[config.mk]
export PLATFORM = sky130hd
export DESIGN_NAME = game_match_fsm
export DESIGN_NICKNAME = d
export VERILOG_FILES = /design/src/rtl/game_pkg.sv /design/src/rtl/serve_delay_counter.sv /design/src/rtl/game_match_fsm.sv
export SDC_FILE = /design/constraint.sdc
export NUM_CORES = 1
export LEC_CHECK = 0
export BUFFER_PORTS_ARGS = -buffer_cell sky130_fd_sc_hd__buf_2
export CAP_MARGIN = 20
export CORE_ASPECT_RATIO = 1.4
export CORE_MARGIN = 2
export CORE_UTILIZATION = 56
export CTS_BUF_LIST = sky130_fd_sc_hd__clkbuf_4 sky130_fd_sc_hd__clkbuf_8 sky130_fd_sc_hd__clkbuf_16
export CTS_CLUSTER_SIZE = 14
export DETAILED_ROUTE_END_ITERATION = 10
export GPL_TIMING_DRIVEN = 0
export PLACE_DENSITY = 0.77
export SLEW_MARGIN = 10
export SYNTH_ARGS = -nofsm -noshare
export SYNTH_HDL_FRONTEND = slang
export SYNTH_HIERARCHICAL = 1
export SYNTH_SLANG_ARGS = --single-unit
[constraint.sdc]
create_clock -name clk -period 3.95 [get_ports clk]
set_clock_uncertainty 0.2 [all_clocks]
set_input_delay 0.9875 -clock clk [delete_from_list [all_inputs] [get_ports clk]]
set_output_delay 0.9875 -clock clk [all_outputs]
set_load 0.02 [all_outputs]
[src/rtl/game_pkg.sv]
// Shared encodings and default parameters for the match controller.
// Pure declarations: no logic, no latency, no flow control.
package game_pkg;

  typedef enum logic [1:0] {
    ST_IDLE       = 2'd0,
    ST_PLAY       = 2'd1,
    ST_SERVE_WAIT = 2'd2,
    ST_OVER       = 2'd3
  } state_e;

  localparam int DEF_NUM_PLAYERS = 2;
  localparam int DEF_SCORE_W     = 3;
  localparam int DEF_WIN_SCORE   = 7;
  localparam int DEF_SERVE_TICKS = 2;
  localparam int DEF_AUTO_SERVE  = 0;

  // Serve delay never exceeds 255 ticks.
  localparam int DELAY_W = 8;

endpackage

[src/rtl/serve_delay_counter.sv]
// Serve delay: load to SERVE_TICKS, count down on tick, saturate at zero.
// zero_o is a decode of the registered count; no backpressure.
module serve_delay_counter
  import game_pkg::*;
#(
  parameter int SERVE_TICKS = DEF_SERVE_TICKS
) (
  input  logic clk,
  input  logic rst,
  input  logic load_i,
  input  logic tick_i,
  output logic zero_o
);

  logic [DELAY_W-1:0] cnt_q, cnt_d;

  always_comb begin
    cnt_d = cnt_q;
    if (load_i) begin
      cnt_d = DELAY_W'(SERVE_TICKS);
    end else if (tick_i && (cnt_q != '0)) begin
      cnt_d = cnt_q - DELAY_W'(1);
    end
  end

  always_ff @(posedge clk or posedge rst) begin
    if (rst) begin
      cnt_q <= '0;
    end else begin
      cnt_q <= cnt_d;
    end
  end

  assign zero_o = (cnt_q == '0);

endmodule

[src/rtl/game_match_fsm.sv]
// Match controller: scoring, serve delay, time-up and winner/draw resolution.
// All outputs registered; a miss at edge n is reflected right after edge n.
module game_match_fsm
  import game_pkg::*;
#(
  parameter int NUM_PLAYERS = DEF_NUM_PLAYERS,
  parameter int SCORE_W     = DEF_SCORE_W,
  parameter int WIN_SCORE   = DEF_WIN_SCORE,
  parameter int SERVE_TICKS = DEF_SERVE_TICKS,
  parameter int AUTO_SERVE  = DEF_AUTO_SERVE
) (
  input  logic                           clk,
  input  logic                           rst,
  input  logic                           start,
  input  logic                           tick,
  input  logic                           time_up,
  input  logic [NUM_PLAYERS-1:0]         miss,
  output logic [NUM_PLAYERS*SCORE_W-1:0] scores,
  output logic [1:0]                     state,
  output logic                           stop,
  output logic                           serve,
  output logic                           game_over,
  output logic [1:0]                     winner,
  output logic                           draw
);

  localparam int                 SCW       = NUM_PLAYERS * SCORE_W;
  localparam logic [SCORE_W-1:0] SCORE_MAX = '1;
  localparam logic [SCORE_W-1:0] WIN_V     = SCORE_W'(WIN_SCORE);

  state_e           state_q, state_d;
  logic [SCW-1:0]   scores_q, scores_d;
  logic             serve_q, serve_d;
  logic             stop_q;
  logic             game_over_q;
  logic [1:0]       winner_q, winner_d;
  logic             draw_q, draw_d;
  logic             start_q;

  logic             start_edge;
  logic             ld_delay;
  logic             tick_en;
  logic             delay_zero;
  logic             enter_over;
  logic [SCW-1:0]   score_upd;
  logic [NUM_PLAYERS-1:0] win_hit;
  logic [1:0]       rank_idx;
  logic             rank_tie;

  assign start_edge = start & ~start_q;
  assign tick_en    = tick & (state_q == ST_SERVE_WAIT);

  serve_delay_counter #(
    .SERVE_TICKS (SERVE_TICKS)
  ) u_delay (
    .clk    (clk),
    .rst    (rst),
    .load_i (ld_delay),
    .tick_i (tick_en),
    .zero_o (delay_zero)
  );

  // Players that did not miss gain a point, saturating at the field maximum.
  for (genvar p = 0; p < NUM_PLAYERS; p++) begin : g_score
    logic [SCORE_W-1:0] cur;
    logic [SCORE_W-1:0] upd;
    assign cur = scores_q[p*SCORE_W +: SCORE_W];
    assign upd = (!miss[p] && (cur != SCORE_MAX)) ? cur + SCORE_W'(1) : cur;
    assign score_upd[p*SCORE_W +: SCORE_W] = upd;
    assign win_hit[p] = (upd >= WIN_V);
  end

  // Running maximum over the scores being committed; strict '>' keeps the lowest index.
  for (genvar p = 0; p < NUM_PLAYERS; p++) begin : g_rank
    logic [SCORE_W-1:0] sc;
    logic [SCORE_W-1:0] bv;
    logic [1:0]         bi;
    logic               tie;
    assign sc = scores_d[p*SCORE_W +: SCORE_W];
    if (p == 0) begin : g_base
      assign bv  = sc;
      assign bi  = 2'd0;
      assign tie = 1'b0;
    end else begin : g_link
      assign bv  = (sc > g_rank[p-1].bv) ? sc : g_rank[p-1].bv;
      assign bi  = (sc > g_rank[p-1].bv) ? 2'(p) : g_rank[p-1].bi;
      assign tie = (sc > g_rank[p-1].bv) ? 1'b0
                                         : ((sc == g_rank[p-1].bv) || g_rank[p-1].tie);
    end
  end

  assign rank_idx = g_rank[NUM_PLAYERS-1].bi;
  assign rank_tie = g_rank[NUM_PLAYERS-1].tie;

  always_comb begin
    state_d  = state_q;
    scores_d = scores_q;
    serve_d  = 1'b0;
    ld_delay = 1'b0;
    case (state_q)
      ST_IDLE: begin
        if (start_edge) begin
          scores_d = '0;
          state_d  = ST_PLAY;
          serve_d  = 1'b1;
        end
      end
      ST_PLAY: begin
        // time_up wins over any miss arriving in the same cycle.
        if (time_up) begin
          state_d = ST_OVER;
        end else if (|miss) begin
          scores_d = score_upd;
          if (|win_hit) begin
            state_d = ST_OVER;
          end else begin
            state_d  = ST_SERVE_WAIT;
            ld_delay = 1'b1;
          end
        end
      end
      ST_SERVE_WAIT: begin
        if (time_up) begin
          state_d = ST_OVER;
        end else if (delay_zero && ((AUTO_SERVE != 0) || start_edge)) begin
          state_d = ST_PLAY;
          serve_d = 1'b1;
        end
      end
      ST_OVER: begin
        if (start_edge) begin
          state_d = ST_IDLE;
        end
      end
      default: begin
        state_d = ST_IDLE;
      end
    endcase
  end

  assign enter_over = (state_d == ST_OVER) && (state_q != ST_OVER);
  assign winner_d   = enter_over ? rank_idx : winner_q;
  assign draw_d     = enter_over ? rank_tie : draw_q;

  always_ff @(posedge clk or posedge rst) begin
    if (rst) begin
      state_q     <= ST_IDLE;
      scores_q    <= '0;
      serve_q     <= 1'b0;
      stop_q      <= 1'b1;
      game_over_q <= 1'b0;
      winner_q    <= 2'd0;
      draw_q      <= 1'b0;
      start_q     <= 1'b0;
    end else begin
      state_q     <= state_d;
      scores_q    <= scores_d;
      serve_q     <= serve_d;
      stop_q      <= (state_d != ST_PLAY);
      game_over_q <= (state_d == ST_OVER);
      winner_q    <= winner_d;
      draw_q      <= draw_d;
      start_q     <= start;
    end
  end

  assign scores    = scores_q;
  assign state     = state_q;
  assign stop      = stop_q;
  assign serve     = serve_q;
  assign game_over = game_over_q;
  assign winner    = winner_q;
  assign draw      = draw_q;

endmodule

**Yosys cells after proc, flatten, opt, wreduce, memory -nomap -nowiden**

Index checks and enable logic that the tools add are counted.

- $add $sub $neg: 3
- Order comparisons: 3
- Equal/unequal tests: 9
- Multiplexer cells: 26
- Bitwise operators: 3
- Reductions and logical operators: 13

Operator list:

| kind | number |
|---|---|
| two-way mux 6 bit | 3 |
| two-way mux 8 bit | 2 |
| two-way mux 2 bit | 6 |
| case mux 6 bit (2 select lines) | 1 |
| two-way mux 1 bit | 10 |
| logical NOT 8 bit | 1 |
| case mux 2 bit (4 select lines) | 1 |
| nonzero test 8 bit | 1 |
| subtractor 8 x 1 -> 8 bit (second input constant) | 1 |
| adder 3 x 1 -> 3 bit (second input constant) | 2 |
| == test 2 bit (second input constant) | 3 |
| >= comparator 3 bit (second input constant) | 2 |
| two-way mux 3 bit | 2 |
| != test 3 bit (second input constant) | 2 |
| logical AND 1 bit | 5 |
| OR reduction 2 bit | 2 |
| == test 3 bit | 1 |
| greater-than comparator 3 bit | 1 |
| bitwise AND 1 bit | 2 |
| == test 2 x 1 -> 1 bit (second input constant) | 1 |
| logical NOT 1 bit | 2 |
| logical NOT 2 bit | 1 |
| != test 2 x 1 -> 1 bit (second input constant) | 1 |
| != test 2 bit (second input constant) | 1 |
| 3 further kinds | 3 |

- Flip-flop bits (word level): 23
- Input bits: 7

**Logic depth before layout (Yosys ltp)**

- Word-level depth: 11
- Depth in mapped cells: 11
- Gate-level depth less buffers: 11

**By module**

The synthesis kept the hierarchy.

By module, submodules not included:

| module | times used | cells an instance | area an instance (µm²) | sequential area each (µm²) |
|---|---|---|---|---|
| game_match_fsm | 1 | 106 | 1002.2 | 351.6 |
| serve_delay_counter | 1 | 51 | 484.2 | 200.2 |

**Least setup slack after synthesis**

OpenSTA, ideal clock, no wires.

- Kind: input-to-reg
- Start: input port time_up
- End: register winner_q[0], in the netlist winner[0]
- Setup time: 134 ps
- Arrival: 2868 ps
- Path slack: 748 ps
- Stages: 10
- Buffers on the path: 1
- Path through: buf_2 > nor3_1 > nor3b_4 > xnor2_1 > or2_2 > ha_1 > and3_1 > a21oi_1 > a32oi_1 > o211ai_1

- Word-level cells in the longest chain between the ends: 4
- Elaborated cells on any way between the ends: 9
- Classes of those cells: order compare: 1; eq/ne: 1; mux: 6; reduce/logical: 1

Ends and longest elaborated chain:

| item | RTL line | RTL |
|---|---|---|
| start: declaration | game_match_fsm.sv:16 | `input logic time_up,` |
| two-way mux 6 bit, or another cell as far along | game_match_fsm.sv:110 | `if (time_up) begin` |
| case mux 6 bit (2 select lines) / case mux 2 bit (4 select lines) (equally long branches) | game_match_fsm.sv:100 | `case (state_q)` |
| greater-than comparator 3 bit / == test 2 bit (equally long branches) | game_match_fsm.sv:86, game_match_fsm.sv:141 |  |
| two-way mux 1 bit / logical AND 1 bit (equally long branches) | game_match_fsm.sv:86, game_match_fsm.sv:141 |  |
| end signal: assignment | game_match_fsm.sv:161 | `winner_q <= winner_d;` |
| end: declaration | game_match_fsm.sv:36 | `logic [1:0] winner_q, winner_d;` |

Parallel ways exist; a longest one is shown, timed or not.
A chain may end at the register's enable or synchronous reset.

**Final worst setup path**

Same ends and word-level chain as after synthesis.

==> impl_metrics.prom <==
# TYPE chip_impl_metric gauge
chip_impl_info{name="result_of_the_run",value="finished clean"} 1
chip_impl_metric{name="powerDensity",unit="mW/mm^2"} 775.5
chip_impl_info{name="hold_path_startpoint",value="draw"} 1
chip_impl_metric{name="fp-row-count",unit=""} 22
chip_impl_metric{name="drt_iter0_markers",unit=""} 50
chip_impl_metric{name="start_util",unit=""} 0.5745
chip_impl_metric{name="hold_path_depth",unit=""} 1
chip_impl_metric{name="final_layout_size_suffix_gt1_frac",unit=""} 0.2147
chip_impl_metric{name="rrSetupSlack",unit="ps"} 820
chip_impl_metric{name="cts_post_setup_buffers_inserted",unit=""} 0
chip_impl_info{name="r2r_end",value="winner[0]"} 1
chip_impl_metric{name="synthesis_to_finish_area_growth",unit="%"} 11.95
chip_impl_info{name="synth_ff_type",value="sky130_fd_sc_hd__dfrtp_1"} 1
chip_impl_metric{name="synthesis.instances",unit=""} 157
chip_impl_metric{name="yosys_warnings",unit=""} 6
chip_impl_info{name="synth.largest_area_cell",value="sky130_fd_sc_hd__dfrtp_1"} 1
chip_impl_metric{name="largest_net_degree_at_the_start_of_global_routing",unit=""} 15
chip_impl_metric{name="chipWidth",unit="microns"} 47.54
chip_impl_info{name="holdCritPathClass",value="reg -> reg"} 1
chip_impl_metric{name="timing.final.max_slew_violations",unit=""} 0
chip_impl_metric{name="worstPathRequired",unit="ps"} 4010
chip_impl_metric{name="timing_worst_slew_pin_value",unit="ps"} 534.1
chip_impl_metric{name="max_cap_viol_count",unit=""} 0
chip_impl_info{name="kind_of_capture_point_of_the_worst_setup_path",value="register"} 1
chip_impl_metric{name="worst-endpoint-arrival",unit="ps"} 3280
chip_impl_metric{name="route.detailed.drc",unit=""} 0
chip_impl_info{name="worstSetupStartpoint",value="time_up"} 1
chip_impl_metric{name="gp_congestion",unit=""} 0.7866
chip_impl_metric{name="netlist-cell-type-count",unit=""} 56
chip_impl_info{name="path_class",value="in -> reg"} 1
chip_impl_info{name="timing.critical_path.from_type",value="input port"} 1
chip_impl_metric{name="numClockSinks",unit=""} 22
chip_impl_metric{name="timing.setup.tns",unit="ps"} 0
chip_impl_info{name="routed.top_layer",value="met4"} 1
chip_impl_metric{name="die_height",unit="microns"} 64.96
chip_impl_metric{name="power.leakage",unit="nW"} 0.7715
chip_impl_metric{name="period_share",unit=""} 0.8164
chip_impl_metric{name="sequential_cell_area",unit="sq um"} 551.8
chip_impl_metric{name="core_area",unit="sq mm"} 0.002587
chip_impl_metric{name="clock_edge_transition_at_the_registers_on_the_reported_setup_and_hold_paths",unit="ps"} 140
chip_impl_metric{name="met3RoutedLength",unit="microns"} 105
chip_impl_metric{name="non_filler_cells_final",unit=""} 213
chip_impl_info{name="r2r-start",value="scores[0]"} 1
chip_impl_metric{name="multi_input_area",unit="sq um"} 852.1
chip_impl_metric{name="synth_edf_count",unit=""} 0
chip_impl_metric{name="finish.net_count",unit=""} 194
chip_impl_info{name="clock_tree.root_cell",value="sky130_fd_sc_hd__clkbuf_4"} 1
chip_impl_metric{name="seq_area_frac_synth",unit=""} 0.3712
chip_impl_metric{name="antenna_left",unit=""} 0
chip_impl_metric{name="vdd_ir_drop_max",unit="uV"} 480.3
chip_impl_metric{name="placed_cells_incl_taps",unit=""} 209
chip_impl_metric{name="final_hpwl_dp",unit="mm"} 2.522
chip_impl_metric{name="ys_seq_elements",unit=""} 22
chip_impl_metric{name="netlist.area_leader.share",unit=""} 0.3535
chip_impl_metric{name="fin_crit",unit="ps"} 3225
chip_impl_metric{name="syn_avg_cell_area",unit="sq um"} 9.468
chip_impl_metric{name="ctsHtreeMaxLevel",unit=""} 1
chip_impl_metric{name="r2r.worst_path.cells",unit=""} 10
chip_impl_metric{name="grtUsageTotal",unit=""} 0.2423
chip_impl_metric{name="antenna_found_initial",unit=""} 0
chip_impl_metric{name="grt_overflow_total",unit=""} 0
chip_impl_metric{name="slew_headroom",unit=""} 0.6402
chip_impl_metric{name="synth-async-reset-ratio",unit=""} 1.000
chip_impl_metric{name="number_of_gates_given_a_new_drive_strength_after_cts",unit=""} 0
chip_impl_metric{name="vias_per_cell",unit=""} 5.897
chip_impl_metric{name="clock_tree.buffer_depth",unit=""} 2
chip_impl_metric{name="fill_cells",unit=""} 246
chip_impl_metric{name="number_of_iterations_in_the_first_detailed_routing_pass",unit=""} 4
chip_impl_metric{name="cts.hold.buffers_added",unit=""} 0
chip_impl_metric{name="clock_insertion_delay_worst_skew",unit="ps"} 330
chip_impl_metric{name="routed-via-count",unit=""} 1256
chip_impl_metric{name="max_freq",unit="MHz"} 310.1
chip_impl_metric{name="grt_pass1_wl",unit="mm"} 5.361
chip_impl_metric{name="die_area",unit="sq mm"} 0.003088
chip_impl_metric{name="critical_path_fanout_max",unit=""} 10
chip_impl_info{name="tritoncts_clock_tree",value="done"} 1
chip_impl_metric{name="post_synthesis_net_count",unit=""} 173
chip_impl_metric{name="final_count_of_hold_timing_violations",unit=""} 0
chip_impl_info{name="worst_hold_end",value="draw"} 1
chip_impl_metric{name="first_global_vias",unit=""} 1238
chip_impl_metric{name="wirelength",unit="mm"} 3.251
chip_impl_metric{name="antenna_cells_inserted",unit=""} 0
chip_impl_metric{name="wl_met2",unit="mm"} 1.774
chip_impl_info{name="rsz0062_at_grt",value="no"} 1
chip_impl_metric{name="io_pins",unit=""} 21
chip_impl_metric{name="number_of_clock_buffers_inserted_by_tritoncts",unit=""} 3
chip_impl_metric{name="worst_hold_slack",unit="ps"} 334.4
chip_impl_metric{name="detail_route.wl_per_cell",unit="microns"} 15.26
chip_impl_info{name="yosys-top-cells-area",value="sky130_fd_sc_hd__dfrtp_1 (35%), sky130_fd_sc_hd__ha_1 (7.6%), sky130_fd_sc_hd__a21oi_1 (3.7%)"} 1
chip_impl_metric{name="met1Wirelength",unit="mm"} 1.320
chip_impl_metric{name="io_buffers",unit=""} 16
chip_impl_metric{name="timing.final.setup_violations",unit=""} 0
chip_impl_metric{name="mappedNetlistArea",unit="sq mm"} 0.001486
## metrics by stage
| step | worst slack [ps] | utilization | instance area [sq um] | power, W |
|---|---|---|---|---|
| after CTS | 719.5 | 0.6431 | 1664 | 0.001291 |
| after floorplan | 747.9 | - | 1486 | 0.0009291 |
| after global placement | 419.9 | 0.6228 | 1612 | 0.001070 |
| final | 725.2 | 0.6431 | 1664 | 0.001291 |
| after global routing | 434.8 | 0.6431 | 1664 | 0.001397 |
| after detailed placement | 382.2 | 0.6228 | 1612 | 0.001111 |
## power breakdown
group | leakage [nW] | switching (W) | internal [W]
registers | 0.274 | 0.0000913 | 0.000315
clock network | 0.0279 | 0.0000763 | 0.000103
logic | 0.469 | 0.000406 | 0.000299
## cell usage after synthesis (3+ instances only)
master                      count
sky130_fd_sc_hd__nor3_1         6
sky130_fd_sc_hd__nand2_1        8
sky130_fd_sc_hd__a21oi_1       11
sky130_fd_sc_hd__o21ai_0        5
sky130_fd_sc_hd__inv_1         10
sky130_fd_sc_hd__ha_1           9
sky130_fd_sc_hd__o2111ai_1      3
sky130_fd_sc_hd__nor2b_1        6
sky130_fd_sc_hd__nand3b_1       3
sky130_fd_sc_hd__dfrtp_1       21
sky130_fd_sc_hd__buf_2          3
sky130_fd_sc_hd__nor2_1        14
sky130_fd_sc_hd__o21a_1         3
## cells in the final DEF (no fill, tap or decap), types with 3 or more instances in the layout
cell                        synthesis  layout
sky130_fd_sc_hd__dfrtp_1           21      21
sky130_fd_sc_hd__ha_1               9       9
sky130_fd_sc_hd__nand3b_1           3       3
sky130_fd_sc_hd__buf_2              3      19
sky130_fd_sc_hd__nor2_1            14      14
sky130_fd_sc_hd__nor3_1             6       6
sky130_fd_sc_hd__nor2b_1            6       6
sky130_fd_sc_hd__o21ai_0            5       5
sky130_fd_sc_hd__clkbuf_4           0       3
sky130_fd_sc_hd__nand2_1            8       8
sky130_fd_sc_hd__inv_1             10      10
sky130_fd_sc_hd__a21oi_1           11      11
sky130_fd_sc_hd__o21a_1             3       3
sky130_fd_sc_hd__o2111ai_1          3       3
## flip-flops by register name, summed over array words and instances (netlist names)
name           count
winner             1
start_q            1
draw               1
scores             6
game_over          1
u_delay/cnt_q      8
state              2
stop               1
serve              1
## layer usage
| metal | vias to the layer above | global-route usage |
|---|---|---|
| met4 | 0 | 0.08108 |
| met1 | 602 | 0.2779 |
| met2 | 31 | 0.4341 |
| met3 | 8 | 0.03343 |
| met5 | - | 0 |
| li1 | 615 | - |
## worst max-delay path by stage
stage	end	slack, ps	cells after the start
2_1_floorplan	winner[0]	750	10
3_3_place_gp	winner[0]	420	10
3_5_place_dp	winner[0]	380	10
4_1_cts	winner[0]	720	10
5_1_grt	winner[0]	430	10
6_report	winner[0]	730	10
## worst max-delay path, stage by stage
cell	delay, ps
sky130_fd_sc_hd__buf_2	160
sky130_fd_sc_hd__nor3_1	410
sky130_fd_sc_hd__nor3b_4	340
sky130_fd_sc_hd__xnor2_1	120
sky130_fd_sc_hd__or2_2	290
sky130_fd_sc_hd__ha_1	280
sky130_fd_sc_hd__and3_1	190
sky130_fd_sc_hd__a21oi_1	230
sky130_fd_sc_hd__nand2b_1	80
sky130_fd_sc_hd__o211ai_1	170
## cell families (layout without fill, tap and decap cells)
| logic type | count (synthesis) | after routing | synth area share |
|---|---|---|---|
| AND/OR/NAND/NOR | 57 | 57 | 0.2315 |
| AO/OA/AOI/OAI | 43 | 43 | 0.2054 |
| flip-flops | 22 | 22 | 0.3712 |
| buffers and inverters | 17 | 37 | 0.05555 |
| adder cells (fa/ha/maj) | 9 | 9 | 0.07576 |
| multiplexers | 6 | 6 | 0.04629 |
| XOR/XNOR | 2 | 2 | 0.01179 |
| other | 1 | 1 | 0.002523 |
## final cells by class
cell class | count | share of cell area
timing repair buffer | 16 | 0.04812
sequential | 22 | 0.3316
inverter | 10 | 0.02256
tap | 36 | 0.02707
clock inverter | 1 | 0.01805
multi-input combinational | 118 | 0.5120
clock buffer | 3 | 0.01353
buffer | 7 | 0.02707
Power figures use the tool's default switching activity.
